--- src/rtl/busca_instrucao.sv ---
// Instruction fetch stage: owns the PC, addresses the instruction memory,
// and registers the asynchronously read word into the IF/ID register.
module busca_instrucao #(
  parameter int unsigned        ADDR_W    = 10,
  parameter int unsigned        DATA_W    = 32,
  parameter logic [ADDR_W-1:0]  RESET_PC  = '0,
  parameter logic [DATA_W-1:0]  HALT_WORD = '1
) (
  input  logic              CLK,
  input  logic              RST,
  input  logic              START,
  input  logic              STALL,
  input  logic              BRANCH,
  input  logic [ADDR_W-1:0] BRANCH_TARGET,
  input  logic [DATA_W-1:0] IMEM_Q,
  output logic [ADDR_W-1:0] IMEM_ADDR,
  output logic [DATA_W-1:0] IF_INSTR,
  output logic [ADDR_W-1:0] IF_PC,
  output logic [ADDR_W-1:0] IF_PC_NEXT,
  output logic              IF_VALID,
  output logic              HALTED,
  output logic [31:0]       FETCH_COUNT
);

  typedef enum logic [1:0] {
    IDLE,
    RUN,
    HALT
  } state_t;

  state_t            state, state_nx;
  logic [ADDR_W-1:0] pc, pc_nx;
  logic [DATA_W-1:0] instr, instr_nx;
  logic [ADDR_W-1:0] if_pc, if_pc_nx;
  logic              valid, valid_nx;
  logic [31:0]       count, count_nx;

  // State and IF/ID register update; reset overrides every other input.
  always_ff @(posedge CLK) begin
    if (RST) begin
      state <= IDLE;
      pc    <= RESET_PC;
      instr <= '0;
      if_pc <= '0;
      valid <= 1'b0;
      count <= '0;
    end else begin
      state <= state_nx;
      pc    <= pc_nx;
      instr <= instr_nx;
      if_pc <= if_pc_nx;
      valid <= valid_nx;
      count <= count_nx;
    end
  end

  // Next-state and datapath selection: branch > stall > halt word > fetch.
  always_comb begin
    state_nx = state;
    pc_nx    = pc;
    instr_nx = instr;
    if_pc_nx = if_pc;
    valid_nx = valid;
    count_nx = count;
    unique case (state)
      IDLE: begin
        pc_nx    = RESET_PC;
        valid_nx = 1'b0;
        if (START) state_nx = RUN;
      end
      RUN: begin
        if (BRANCH) begin
          // The word on IMEM_Q belongs to the wrong path, so it is dropped.
          pc_nx    = BRANCH_TARGET;
          valid_nx = 1'b0;
        end else if (STALL) begin
          // Everything holds: defaults already cover it.
        end else if (IMEM_Q == HALT_WORD) begin
          state_nx = HALT;
          valid_nx = 1'b0;
        end else begin
          instr_nx = IMEM_Q;
          if_pc_nx = pc;
          valid_nx = 1'b1;
          pc_nx    = pc + ADDR_W'(1);
          count_nx = count + 32'd1;
        end
      end
      HALT: begin
        valid_nx = 1'b0;
      end
      default: begin
        state_nx = IDLE;
        valid_nx = 1'b0;
      end
    endcase
  end

  assign IMEM_ADDR   = pc;
  assign IF_INSTR    = instr;
  assign IF_PC       = if_pc;
  assign IF_PC_NEXT  = if_pc + ADDR_W'(1);
  assign IF_VALID    = valid;
  assign HALTED      = (state == HALT);
  assign FETCH_COUNT = count;

endmodule
--- config.mk ---
export PLATFORM = sky130hd
export DESIGN_NAME = busca_instrucao
export DESIGN_NICKNAME = d
export VERILOG_FILES = /design/src/rtl/busca_instrucao.sv
export SDC_FILE = /design/constraint.sdc
export NUM_CORES = 1
export LEC_CHECK = 0
export ABC_AREA = 1
export CORE_MARGIN = 2
export CORE_UTILIZATION = 34
export DETAILED_ROUTE_END_ITERATION = 8
export HOLD_SLACK_MARGIN = 0.05
export SLEW_MARGIN = 0
export SYNTH_ARGS = -nofsm -noshare
export SYNTH_HDL_FRONTEND = slang
export SYNTH_SLANG_ARGS = --single-unit
--- constraint.sdc ---
create_clock -name CLK -period 2.1 [get_ports CLK]
set_input_delay 0.42 -clock CLK [delete_from_list [all_inputs] [get_ports CLK]]
set_output_delay 0.42 -clock CLK [all_outputs]
set_load 0.005 [all_outputs]
# Word level (Yosys, flattened, before mapping)
# Cells that the tools add are included.
[word_totals]
elab_cells = 39
in_bits = 47
out_inout_bits = 96
register_bits = 87
[op_classes]
bitwise = 5
n_mux = 10
reduce_logical = 6
n_eq_ne = 9
addsub = 3
[op_table]
columns = ["operator", "count"]
rows = [
  ["32-bit by 1-bit adder with 32-bit output, second input constant", 1],
  ["32-bit equality test, second input constant", 1],
  ["10-bit two-way mux", 3],
  ["10-bit by 1-bit adder with 10-bit output, second input constant", 2],
  ["10-bit case mux with 2 select lines", 1],
  ["2-bit two-way mux", 4],
  ["2-bit inequality test, second input constant", 4],
  ["3-bit inequality test, second input constant", 2],
  ["2-bit case mux with 3 select lines", 1],
  ["1-bit inverter", 5],
  ["5-bit AND reduction", 1],
  ["4-bit AND reduction", 1],
  ["3-bit AND reduction", 1],
  ["3-bit OR reduction", 1],
  ["2-bit by 1-bit equality test with 1-bit output, second input constant", 1],
  ["2-bit equality test, second input constant", 1],
  ["2-bit zero test", 1],
  ["2-bit nonzero test", 1],
  ["1-bit two-way mux", 1],
]

# Longest topological paths before layout
# Gate-level depths: netlist (run 1).
[depth]
ltp_word = 5
mapped_depth = 12
ltp_nobuf = 11

# Worst setup path after synthesis (run 1)
# Ideal clock, no wire load.
[synth_timing]
kind = "flip-flop to flip-flop"
from = "reg count[0] (netlist: FETCH_COUNT[0])"
to = "reg count[18] (netlist: FETCH_COUNT[18])"
setup_slack_ps = 595
required_time_ps = 1972
path_buffers = 0
path_stages_with_launch = 11
period_less_slack_ps = 1505
arrival_time_ps = 1377
setup_ps = 128
path_cell_list = "dfxtp_1 > ha_1 > nand2_1 > nor2_2 > nand2_1 > inv_1 > nand3_1 > nor2_1 > nand3_1 > nand2_1 > nor2_1"
[synth_via]
elab_chain_len = 1
[synth_lines]
columns = ["item", "line_no", "source"]
rows = [
  ["from (decl)", "36", "logic [31:0] count, count_nx;"],
  ["from (signal assigned)", "53", "count <= count_nx;"],
  ["32-bit by 1-bit adder with 32-bit output", "86", "count_nx = count + 32'd1;"],
]
# Every way passes these cells.
# A chain may end at the register's enable or synchronous reset.

# Worst setup path in the final report (run 1)
[layout_timing]
from = "reg if_pc[1] (netlist: IF_PC[1])"
to = "out IF_PC_NEXT[2]"
[layout_via]
elab_chain_len = 1
[layout_lines]
columns = ["item", "line_no", "source"]
rows = [
  ["from (decl)", "34", "logic [ADDR_W-1:0] if_pc, if_pc_nx;"],
  ["from (signal assigned)", "51", "if_pc <= if_pc_nx;"],
  ["10-bit by 1-bit adder with 10-bit output", "102", "assign IF_PC_NEXT = if_pc + ADDR_W'(1);"],
  ["to (decl)", "19", "output logic [ADDR_W-1:0] IF_PC_NEXT,"],
]
# Every way passes these cells.

==> results of run 1 <==
==> final timing paths <==
kind                                    start                           end  slack [ns]  cells after the start
setup / recovery        IF_PC[1]$_SDFFE_PP0P_                 IF_PC_NEXT[2]        0.11                      3
hold / removal       IF_INSTR[0]$_SDFFE_PP0P_      IF_INSTR[0]$_SDFFE_PP0P_        0.48                      2
hold reg to reg      IF_INSTR[0]$_SDFFE_PP0P_      IF_INSTR[0]$_SDFFE_PP0P_        0.48                      2
setup reg to reg  FETCH_COUNT[0]$_SDFFE_PP0P_  FETCH_COUNT[18]$_SDFFE_PP0P_        0.30                     10
==> Yosys cell counts <==
| cell type | instances |
|---|---|
| buf_4 | 1 |
| ha_1 | 3 |
| nor3b_1 | 1 |
| nand2_1 | 194 |
| xor2_1 | 15 |
| o21a_1 | 1 |
| and3_1 | 1 |
| nor3_1 | 15 |
| buf_6 | 7 |
| nor3_2 | 6 |
| nand4_1 | 7 |
| a22o_1 | 1 |
| clkbuf_2 | 1 |
| o31ai_1 | 1 |
| nand3b_1 | 2 |
| xnor2_1 | 1 |
| or2_2 | 1 |
| inv_1 | 59 |
| nand2_4 | 2 |
| nor2_1 | 138 |
| inv_2 | 6 |
| nand2_2 | 2 |
| nor2_2 | 5 |
| clkbuf_1 | 11 |
| a21oi_1 | 42 |
| o21ai_0 | 56 |
| dfxtp_1 | 87 |
| nor3_4 | 1 |
| nand3_1 | 36 |
| o21bai_1 | 2 |
| nor2_4 | 4 |
| buf_2 | 6 |
==> layout make-up <==
type | count | area (um^2)
inverters | 65 | 244
clock inverters | 6 | 48.8
fillers | 1348 | 6620
multi-input cells | 537 | 2480
clock buffers | 10 | 239
flip-flops and latches | 87 | 1750
well taps | 176 | 220
repair buffers | 169 | 1650
==> what timing repair did <==
action | 4_1_cts | 5_1_grt
hold endpoints to repair | 0 | 0
endpoints found under the setup margin | 7 | 3
resized for setup | 11 | 7
buffers inserted | 0 | 1
pin swaps | 0 | 2
==> worst reg2reg max path, cell delays in order, from the launching register on <==
cell and delay (ns):
dfxtp_1 0.40, ha_1 0.19, nand2_1 0.10, nor2_2 0.17, nand2_1 0.18, inv_1 0.21, nand3_1 0.10, nor2_1 0.14
nand3_1 0.09, nand2_1 0.07, nor2_1 0.03
==> flip-flops by register name, indices dropped and copies added (netlist names) <==
register	flops
FETCH_COUNT	32
IF_INSTR	32
IF_PC	10
IF_VALID	1
IMEM_ADDR	10
state	2
==> kinds of logic (layout without fill, tap and decap cells) <==
kind of cell,count (synthesis),in the layout,share of synthesized area
flip-flops,87,87,0.377
adder cells (fa/ha/maj),3,3,0.00812
buffers and inverters,91,250,0.0880
AND/OR/NAND/NOR,415,415,0.382
AO/OA/AOI/OAI,103,103,0.114
XOR/XNOR,16,16,0.0303
==> power by group <==
part	switching, mW	internal (mW)	leakage (nW)
clock	0.712	0.854	0.145
sequential	0.0359	1.70	0.707
combinational	0.197	0.241	1.65
total	0.945	2.79	2.50
==> layer usage <==
metal | part of all wire | vias up | routed length, um | track usage
met5 | 0 | - | 0 | 0
met3 | 0.054 | 18 | 765 | 0.0231
met1 | 0.46 | 2263 | 6560 | 0.267
met2 | 0.47 | 153 | 6670 | 0.328
li1 | - | 2575 | - | -
met4 | 0.020 | 0 | 292 | 0.0836
==> impl_results.md, run 1 <==
* Status: complete, no violations
* CTS Root Cell: clkbuf_16
* Fin Hold WS at 0.483 ns
* Largest area contributor in the netlist: dfxtp_1
* Starting Density at 0.349
* Max frequency at 502 MHz
* Worst Path Required at 1.68 ns
* Slowest-stage cell, CP: clkdlybuf4s50_1
* Dpl cell area at 6330 um^2
* Final instance area at 6630 um^2
* Fin cells at 1,050
* Hold WC Path Type: reg -> reg
* Share of post-route cells with drive strength above 1 at 0.0892
* Pre-CTS WS at -0.0424 ns
* Final period utilization at 0.949
* Pwr Total at 3.74 mW
* Worst-skew pair later-pin latency at 0.35 ns
* Pwr per Cell Area at 564 nW/um^2
* Drt via density at 4.77
* Yosys warnings at 0
* Pleak at 2.50 nW
* Std cell rows at 42
* Crit start category: flop
* H-tree depth at 3
* Remaining Overflow, GRT at 0
* Final max-slew violation count at 0
* Worst Tran Pin Value at 0.452 ns
* Worst-path cell chain: ha_1 -> xor2_1 -> clkdlybuf4s50_1
* Slowest stage delay, CP at 0.55 ns
* Share of the synthesized area in the top cell type at 0.377
* Endpoints failing setup at 0
* CP Max Fanout at 4
* Final core utilization at 0.500
* Syn-to-layout area delta at 43.3%
* Worst VDD drop at 0.000387 V
* CP top delay family: buffers and inverters
* Minimum clock period at 1.99 ns
* CTS max path bufs at 2
* Iter 0 DRT Violations at 381
* TritonCTS Sinks at 87
* Reg clk slew, reported paths at 0.06 ns
* Total CTS buffers at 9
* Synth Instances at 715
* Most frequent cells in the layout: nand2_1, nor2_1, clkdlybuf4s50_1, dfxtp_1, inv_1
* Netlist Area Pre-Place at 4620 um^2
* Critical Path AT at 1.57 ns
* Max cap viols at 0
* Syn_area_per_cell at 6.47 um^2
* Synthesized net count at 765
* Die width at 121 um
* Routed Antenna Nets at 0
* Worst path bufs/invs at 1
* Residual DRC count at 0
* Hold bufs inserted after CTS at 0
* First-pass GRT wire length at 23,400 um
* All-Layer GR Usage at 0.200
* Vias at 5,009
* I/O Buffers at 142
* 1st-pass router iterations at 5
* Total Wirelength at 14,300 um
* Flops & latches, synth at 87
* IO Pins at 143
* Cell total after placement at 1,033
* Vias in the first global route at 4,650
* ANT cells at 0
* Kind of critical path: reg -> out
* Hpwl dp at 10,800 um
* CTS tree: done
* Setup repair after global routing missed its margin: false
* Synth area leaders: dfxtp_1, nand2_1, nor2_1, o21ai_0, inv_1
* Routed length per instance at 13.6 um
* Core area at 13,200 um^2
* Gpl congestion at 0.916
* Worst Setup End Kind: primary output
* Antenna violations before repair at 0
* Die height at 121 um
* Relative slew slack at 0.697
* Distinct cell type count after synthesis at 32
* Final #Nets at 919
* Worst Skew at 0.0105 ns
* Largest net degree at the start of global routing at 47
* Register area share after synthesis at 0.377
* Post-Route Setup TNS at 0 ns
* Die area at 14,500 um^2
* Most common cell after layout, fill and taps aside: nand2_1
* Setup WS post-layout at 0.107 ns
* Hold Violations, Final at 0
No activity file was read; power rests on OpenSTA's default activity.
==> run 2, diff against run 1 <==
--- a/config.mk
+++ b/config.mk
@@ -6,10 +6,12 @@
 export NUM_CORES = 1
 export LEC_CHECK = 0
 export ABC_AREA = 1
+export CAP_MARGIN = 20
 export CORE_MARGIN = 2
 export CORE_UTILIZATION = 34
 export DETAILED_ROUTE_END_ITERATION = 8
 export HOLD_SLACK_MARGIN = 0.05
+export SETUP_SLACK_MARGIN = 0.02
 export SLEW_MARGIN = 0
 export SYNTH_ARGS = -nofsm -noshare
 export SYNTH_HDL_FRONTEND = slang
==> results of run 2 <==
The final DEF is identical to that of run 1; final timing and power are the same.
